**src/rtl/radar_master_trigger.sv**
```systemverilog
// Radar master trigger: programmable pulse-repetition timer.
// Emits a fixed-length burst or a continuous train of trigger pulses.
module radar_master_trigger #(
    parameter int unsigned PERIOD_WIDTH = 32,
    parameter int unsigned BURST_WIDTH  = 16,
    parameter int unsigned LENGTH_WIDTH = 8
) (
    input  logic                    ipClk,
    input  logic                    ipReset,
    input  logic                    ipEnable,
    input  logic [PERIOD_WIDTH-1:0] ipPeriod,
    input  logic [LENGTH_WIDTH-1:0] ipPulseLength,
    input  logic [BURST_WIDTH-1:0]  ipBurstCount,
    input  logic                    ipStart,
    input  logic                    ipStop,
    output logic                    opTrigger,
    output logic                    opBusy,
    output logic [BURST_WIDTH-1:0]  opPulseIndex,
    output logic                    opBurstDone,
    output logic                    opConfigError
);

    typedef enum logic {
        IDLE = 1'b0,
        RUN  = 1'b1
    } state_t;

    state_t                  state_q, state_d;
    logic [PERIOD_WIDTH-1:0] period_q, period_d;
    logic [LENGTH_WIDTH-1:0] length_q, length_d;
    logic [BURST_WIDTH-1:0]  burst_q, burst_d;
    logic [PERIOD_WIDTH-1:0] phase_q, phase_d;
    logic [BURST_WIDTH-1:0]  index_q, index_d;
    logic                    trigger_q, trigger_d;
    logic                    busy_q, busy_d;
    logic                    done_q, done_d;
    logic                    err_q, err_d;

    logic                    cfg_valid_c;
    logic                    phase_last_c;
    logic                    burst_last_c;
    logic                    stop_req_c;

    // Length is zero-extended so every comparison is unsigned at full period width.
    assign cfg_valid_c  = (ipPeriod >= PERIOD_WIDTH'(2))
                       && (ipPulseLength != '0)
                       && (PERIOD_WIDTH'(ipPulseLength) < ipPeriod);
    assign phase_last_c = (phase_q == (period_q - PERIOD_WIDTH'(1)));
    assign burst_last_c = (burst_q != '0) && (index_q == (burst_q - BURST_WIDTH'(1)));
    assign stop_req_c   = ipStop || !ipEnable;

    always_ff @(posedge ipClk) begin
        if (ipReset) begin
            state_q   <= IDLE;
            period_q  <= '0;
            length_q  <= '0;
            burst_q   <= '0;
            phase_q   <= '0;
            index_q   <= '0;
            trigger_q <= 1'b0;
            busy_q    <= 1'b0;
            done_q    <= 1'b0;
            err_q     <= 1'b0;
        end else begin
            state_q   <= state_d;
            period_q  <= period_d;
            length_q  <= length_d;
            burst_q   <= burst_d;
            phase_q   <= phase_d;
            index_q   <= index_d;
            trigger_q <= trigger_d;
            busy_q    <= busy_d;
            done_q    <= done_d;
            err_q     <= err_d;
        end
    end

    // Next-state logic; trigger is computed from the next phase so it lines up with it.
    always_comb begin
        state_d   = state_q;
        period_d  = period_q;
        length_d  = length_q;
        burst_d   = burst_q;
        phase_d   = phase_q;
        index_d   = index_q;
        trigger_d = 1'b0;
        busy_d    = 1'b0;
        done_d    = 1'b0;
        err_d     = err_q;

        case (state_q)
            IDLE: begin
                if (ipStart && !stop_req_c) begin
                    if (cfg_valid_c) begin
                        state_d   = RUN;
                        period_d  = ipPeriod;
                        length_d  = ipPulseLength;
                        burst_d   = ipBurstCount;
                        phase_d   = '0;
                        index_d   = '0;
                        trigger_d = 1'b1;
                        busy_d    = 1'b1;
                        err_d     = 1'b0;
                    end else begin
                        err_d = 1'b1;
                    end
                end
            end
            RUN: begin
                if (stop_req_c) begin
                    state_d = IDLE;
                end else if (phase_last_c && burst_last_c) begin
                    state_d = IDLE;
                    done_d  = 1'b1;
                end else begin
                    busy_d = 1'b1;
                    if (phase_last_c) begin
                        phase_d = '0;
                        index_d = index_q + BURST_WIDTH'(1);
                    end else begin
                        phase_d = phase_q + PERIOD_WIDTH'(1);
                    end
                    trigger_d = (phase_d < PERIOD_WIDTH'(length_q));
                end
            end
            default: state_d = IDLE;
        endcase
    end

    assign opTrigger     = trigger_q;
    assign opBusy        = busy_q;
    assign opPulseIndex  = index_q;
    assign opBurstDone   = done_q;
    assign opConfigError = err_q;

endmodule
```
**config.mk**
```make
export PLATFORM = sky130hd
export DESIGN_NAME = radar_master_trigger
export DESIGN_NICKNAME = d
export VERILOG_FILES = /design/src/rtl/radar_master_trigger.sv
export SDC_FILE = /design/constraint.sdc
export NUM_CORES = 1
export LEC_CHECK = 0
export ABC_AREA = 1
export BUFFER_PORTS_ARGS = -buffer_cell sky130_fd_sc_hd__buf_4
export CORE_ASPECT_RATIO = 0.8
export CORE_MARGIN = 5
export CORE_UTILIZATION = 50
export CTS_BUF_LIST = sky130_fd_sc_hd__clkbuf_4 sky130_fd_sc_hd__clkbuf_8
export DETAILED_ROUTE_END_ITERATION = 7
export HOLD_SLACK_MARGIN = 0.1
export MAX_ROUTING_LAYER = met4
export PLACE_DENSITY = 0.65
export SYNTH_ARGS = -nofsm -noshare
export SYNTH_HDL_FRONTEND = slang
export SYNTH_SLANG_ARGS = --single-unit
```
**constraint.sdc**
```tcl
create_clock -name ipClk -period 3.3 [get_ports ipClk]
set_input_delay 0.33 -clock ipClk [delete_from_list [all_inputs] [get_ports ipClk]]
set_output_delay 0.33 -clock ipClk [all_outputs]
set_load 0.005 [all_outputs]
```
* Word level (Yosys, flattened, before mapping)
Index checks and enable logic that the tools add are counted.
Cells by class: equality and inequality tests 7, reduce and logical (&&, ||, !) cells 15, $add $sub $neg 4, multiply operators 0, order comparisons 3, shifts and indexed selects 0, bitwise logic cells 1, mux-type cells 25, div/mod/pow operators 0
Operators by type and width (number):
- 32-bit 2-to-1 mux | 8
- 16-bit 2-to-1 mux | 5
- 32-bit case mux with 2 select lines | 1
- 32-bit by 1-bit adder with 32-bit output (second input constant) | 1
- 32-bit equality test | 1
- 32-bit by 2-bit >= comparator with 1-bit output (second input constant) | 1
- 32-bit by 8-bit less-than comparator with 1-bit output | 1
- 8-bit by 32-bit less-than comparator with 1-bit output | 1
- 16-bit case mux with 2 select lines | 1
- 32-bit by 1-bit subtractor with 32-bit output (second input constant) | 1
- 16-bit by 1-bit adder with 16-bit output (second input constant) | 1
- 16-bit equality test | 1
- 16-bit nonzero test | 1
- 16-bit by 1-bit subtractor with 16-bit output (second input constant) | 1
- 1-bit 2-to-1 mux | 8
- 2-bit != test (second input constant) | 4
- 8-bit nonzero test | 1
- 1-bit logical AND | 5
- 5-bit AND reduction | 1
- 1-bit case mux with 2 select lines | 2
- 4-bit AND reduction | 1
- 3-bit AND reduction | 1
- 3-bit OR reduction | 1
- 1-bit logical NOT | 2
- other kinds (4) | 4
Word-level totals: register bits after elaboration 108, memories 0, output and inout port bits 20, bits in read-only memories 0, bits in latches 0, input bits 61, RAM bits 0, word-level logic and storage cells 64

* Depth between registers and ports, before layout
depth in word-level cells 11, gate-level depth with buffers 27, depth with buffers taken out 26

* Least setup slack after synthesis
OpenSTA, ideal clock, no wires.
path type register to register, start register period_q[1], end register trigger_q (netlist: opTrigger), library setup time 0.071 ns, stages on the path, launching flop included 28, data arrival time 2.881 ns, required time 3.229 ns, path buffers 1, period minus slack after synthesis 2.952 ns, path slack 0.348 ns, cells stage by stage dfxtp_1 clkinv_1 ha_1 or2_1 nand2_1 nand2_1 nand2_1 nand2_1 inv_1 nand2_1 nor2_1 nand2_1 nor2_1 nand2_1 nor2_1 and2_1 buf_6 nor2_1 ha_1 a21oi_1 nor2_1 a211oi_1 nand2_1 nor2_1 nand3_1 nor2_1 nand3_1 a21oi_1
Between the ends: word-level cells in the longest chain between the ends 10, elaborated cells on any way between the ends 11, those cells by class add/sub (1); order compare (1); eq/ne (1); mux (7); reduce/logical (1)
RTL lines:
- from (decl) | line 29 | logic [PERIOD_WIDTH-1:0] period_q, period_d;
- from (signal assigned) | line 66 | period_q <= period_d;
- 32-bit by 1-bit subtractor with 32-bit output (*) | line 48 | assign phase_last_c = (phase_q == (period_q - PERIOD_WIDTH'(1)));
- 32-bit equality test (*) | line 48
- 32-bit 2-to-1 mux | line 117 | if (phase_last_c) begin
- 32-bit 2-to-1 mux | line 112 | end else if (phase_last_c && burst_last_c) begin
- 32-bit 2-to-1 mux | line 110 | if (stop_req_c) begin
- 32-bit 2-to-1 mux | line 91 | case (state_q)
- 32-bit by 8-bit less-than comparator with 1-bit output | line 123 | trigger_d = (phase_d < PERIOD_WIDTH'(length_q));
- 1-bit 2-to-1 mux (*) | line 112
- 1-bit 2-to-1 mux (*) | line 110
- 1-bit case mux with 2 select lines (*) | line 91
- to (signal assigned) | line 71 | trigger_q <= trigger_d;
- to (decl) | line 34 | logic trigger_q, trigger_d;
Mark *: on every way between the ends. The rest lies on a longest branch, timed or not. The select of a mux whose other input is x is not followed. A chain may end at the register's enable or synchronous reset.

* Worst setup path in the final report
start register period_q[8], end register trigger_q (netlist: opTrigger)
The elaborated chain is that of the path after synthesis.

==> impl_metrics.py <==
metrics = {
    "run_status": {
        "status": "finished, violations left",
        "violations": "negative setup slack",
    },
    "placement": {
        "place.gp.congestion": 0.990,
        "portBuffers": 80,
        "dp_cells": 1633,
        "dp_hpwl_um": 21700,
    },
    "sta": {
        "hold_viol_final": 0,
        "min_period_ns": 3.31,
        "setup_viol": 1,
        "fin_skew_ns": 0.0188,
        "finalCritPeriodShare_pct": 100,
        "rsz0062_at_grt": "true",
        "setup-tns-final_ns": -0.00830,
        "worstMarginPinSlew_ns": 0.845,
        "setup_slack_ns": -0.00830,
        "slew_headroom_pct": 43.7,
        "max_freq_mhz": 302,
        "slew_viol_final": 0,
    },
    "clock_network": {
        "cts_sinks": 108,
        "clkLatencyLatePin_ns": 0.41,
        "clockRootBuffer": "clkbuf_8",
        "clkTransAtPathRegs_ns": 0.12,
        "clockBufferDepth": 2,
        "htree_levels": 3,
        "tritoncts": "yes",
        "ctsHoldBuffers": 0,
        "cts_made_buffers": 9,
    },
    "detailed_routing": {
        "wl_met1_um": 13300,
        "top_layer": "met4",
        "wl_per_cell_um": 16.6,
        "met3_wirelength_um": 2770,
        "wirelength_um": 27500,
        "drtIter0Drc": 913,
        "vias_per_cell": 5.43,
        "drt_first_pass_iters": 5,
        "vias": 8992,
        "ant_nets": 0,
        "wl_met2_um": 11100,
        "drc_errors": 0,
    },
    "yosys": {
        "syn_nets": 1376,
        "netlist_area_um2": 8070,
        "synth_top_area_share_pct": 26.8,
        "yosys.area.top_type": "dfxtp_1",
        "ys_ff_latch": 108,
        "synth_warnings": 0,
        "ys_types": 48,
        "synth_enable_flop_cells": 0,
        "synth_area_per_cell_um2": 6.22,
        "synth_ff_type": "dfxtp_1",
        "syn_inst": 1297,
        "seq_area_frac_synth_pct": 26.8,
        "synth-async-reset-ratio_pct": 0,
        "synth.area.top_cells": "dfxtp_1 27%, nand2_1 16%, nor2_1 7.3%, a21oi_1 6.3%, nand3_1 6.1%",
    },
    "setup_path": {
        "cp_max_fo": 6,
        "cp.arrival_ns": 3.65,
        "start_kind": "register",
        "path_class": "register to register",
        "endpoint_kind": "register",
        "cp.required_ns": 3.65,
    },
    "layout": {
        "drive_gt1_share_pct": 19.4,
        "stdcell_count": 1655,
        "area_growth_pct": 21.9,
        "fillCellCount": 1562,
        "finish.utilization_pct": 62.3,
        "nets": 1514,
        "final_common_cell": "nand2_1",
        "seqCellArea_um2": 2170,
        "final_cell_mix": "329 x nand2_1, 173 x buf_4, 141 x nor2_1",
        "multi_input_area_um2": 5290,
        "diodes": 0,
    },
    "die": {
        "dieWidth_um": 152,
        "rows": 41,
        "dieArea_um2": 18800,
        "start_util_pct": 51.1,
        "core_area_um2": 15800,
        "io_pins": 81,
        "die_height_um": 124,
    },
    "global_routing": {
        "grt_pass1_vias": 7892,
        "grtUsageTotal_pct": 29.7,
        "grt_max_degree": 66,
        "grt_pass1_wl_um": 42800,
        "overflow": 0,
        "antenna_found_initial": 0,
    },
    "power": {
        "finalPower_uw": 3380,
        "powerDensity_nw_per_um2": 343,
        "p_leak_uw": 0.00449,
        "vdd_drop_max_mv": 0.210,
    },
    "worst_hold_path": {
        "hp-class": "primary input to register",
    },
    "job": {
        "maxCapViolCount": 0,
    },
}
[sequential cells by signal, indices dropped and copies added (netlist names)]
register       flops
opBusy             1
burst_q           16
length_q           8
opPulseIndex      16
period_q          32
opTrigger          1
phase_q           32
opConfigError      1
opBurstDone        1
[synthesized netlist by cell type (4+ instances only)]
library cell,number
a31oi_1,7
xor2_1,46
inv_2,4
buf_2,10
o21ai_0,50
nand3_2,4
o21bai_1,6
a21oi_1,102
nor2_2,10
a211oi_1,11
nand2_2,12
o21ai_1,5
nor2_1,156
dfxtp_1,108
nor4_1,15
ha_1,18
clkbuf_1,35
nand4_1,38
o41ai_1,4
inv_1,128
nand2_1,334
nand3_1,99
a21oi_2,7
nor3_1,17
nor2_4,5
xnor2_1,24
nand3b_1,7
[path summary, 6_finish.rpt]
path                    start     endpoint  slack [ns]  cells past startpoint
max               period_q[8]    opTrigger      -0.008                     23
max reg2reg       period_q[8]    opTrigger      -0.008                     23
min reg2reg       length_q[3]  length_q[3]        0.47                      2
min          ipBurstCount[12]  burst_q[12]        0.19                      3
[cells by family after synthesis]
kind of cell	count (synthesis)	share of synthesized area, %
simple gates	715	39.7
compound gates	198	13.6
fa+ha+maj	18	2.79
xor+xnor	71	7.80
buf+inv	187	9.30
flops	108	26.8
[cell type report]
class | instances | share of cell area (%)
Multi-Input combinational cell | 1002 | 53.8
Sequential cell | 108 | 22.0
Timing Repair Buffer | 179 | 14.3
Inverter | 135 | 5.21
Tap cell | 215 | 2.73
Clock buffer | 10 | 1.34
Clock inverter | 6 | 0.572
[where the power goes]
part	switching, µW	total, µW	internal (µW)
registers	46.5	1390	1350
logic	694	1160	463
clock network	529	829	300
total	1270	3380	2110
[repair_timing]
item                                    4_1_cts  5_1_grt
pin swaps                                     2       10
cloned                                        0        0
resized for setup                            18       25
endpoints found under the setup margin        1       27
setup buffers                                 2        4
[through the flow]
stage / hold slack [ns] / cell area [µm²] / setup slack, ns
global route: 0.179 / 9840 / -0.269
finish: 0.187 / 9840 / -0.00830
floorplan: 0.435 / 8070 / 0.348
detailed placement: 0.458 / 9460 / -0.192
CTS: 0.177 / 9730 / 0.00327
global placement: 0.451 / 9460 / -0.144
[routing by layer]
metal / GRT usage (%) / up-vias
met2: 41.3 / 343
li1: - / 4516
met4: 5.28 / 0
met3: 8.23 / 26
met5: - / -
met1: 43.2 / 4107
[critical path: stages, from the launching register on]
cell and delay (ns):
dfxtp_1 0.48, nor2_2 0.10, buf_4 0.15, and2_4 0.18
nand2_4 0.09, buf_4 0.11, nand2_1 0.05, nand2_1 0.10
nand4_1 0.13, nor2_1 0.12, nand2_1 0.07, nor2_2 0.14
and2_4 0.20, nor2_1 0.07, ha_1 0.29, a21oi_1 0.13
nor2_1 0.05, a211oi_1 0.15, nand2_1 0.09, nor2_1 0.11
nand3_1 0.07, nor2_1 0.14, nand3_1 0.09, a21oi_1 0.13
Power figures use the tool's default switching activity.
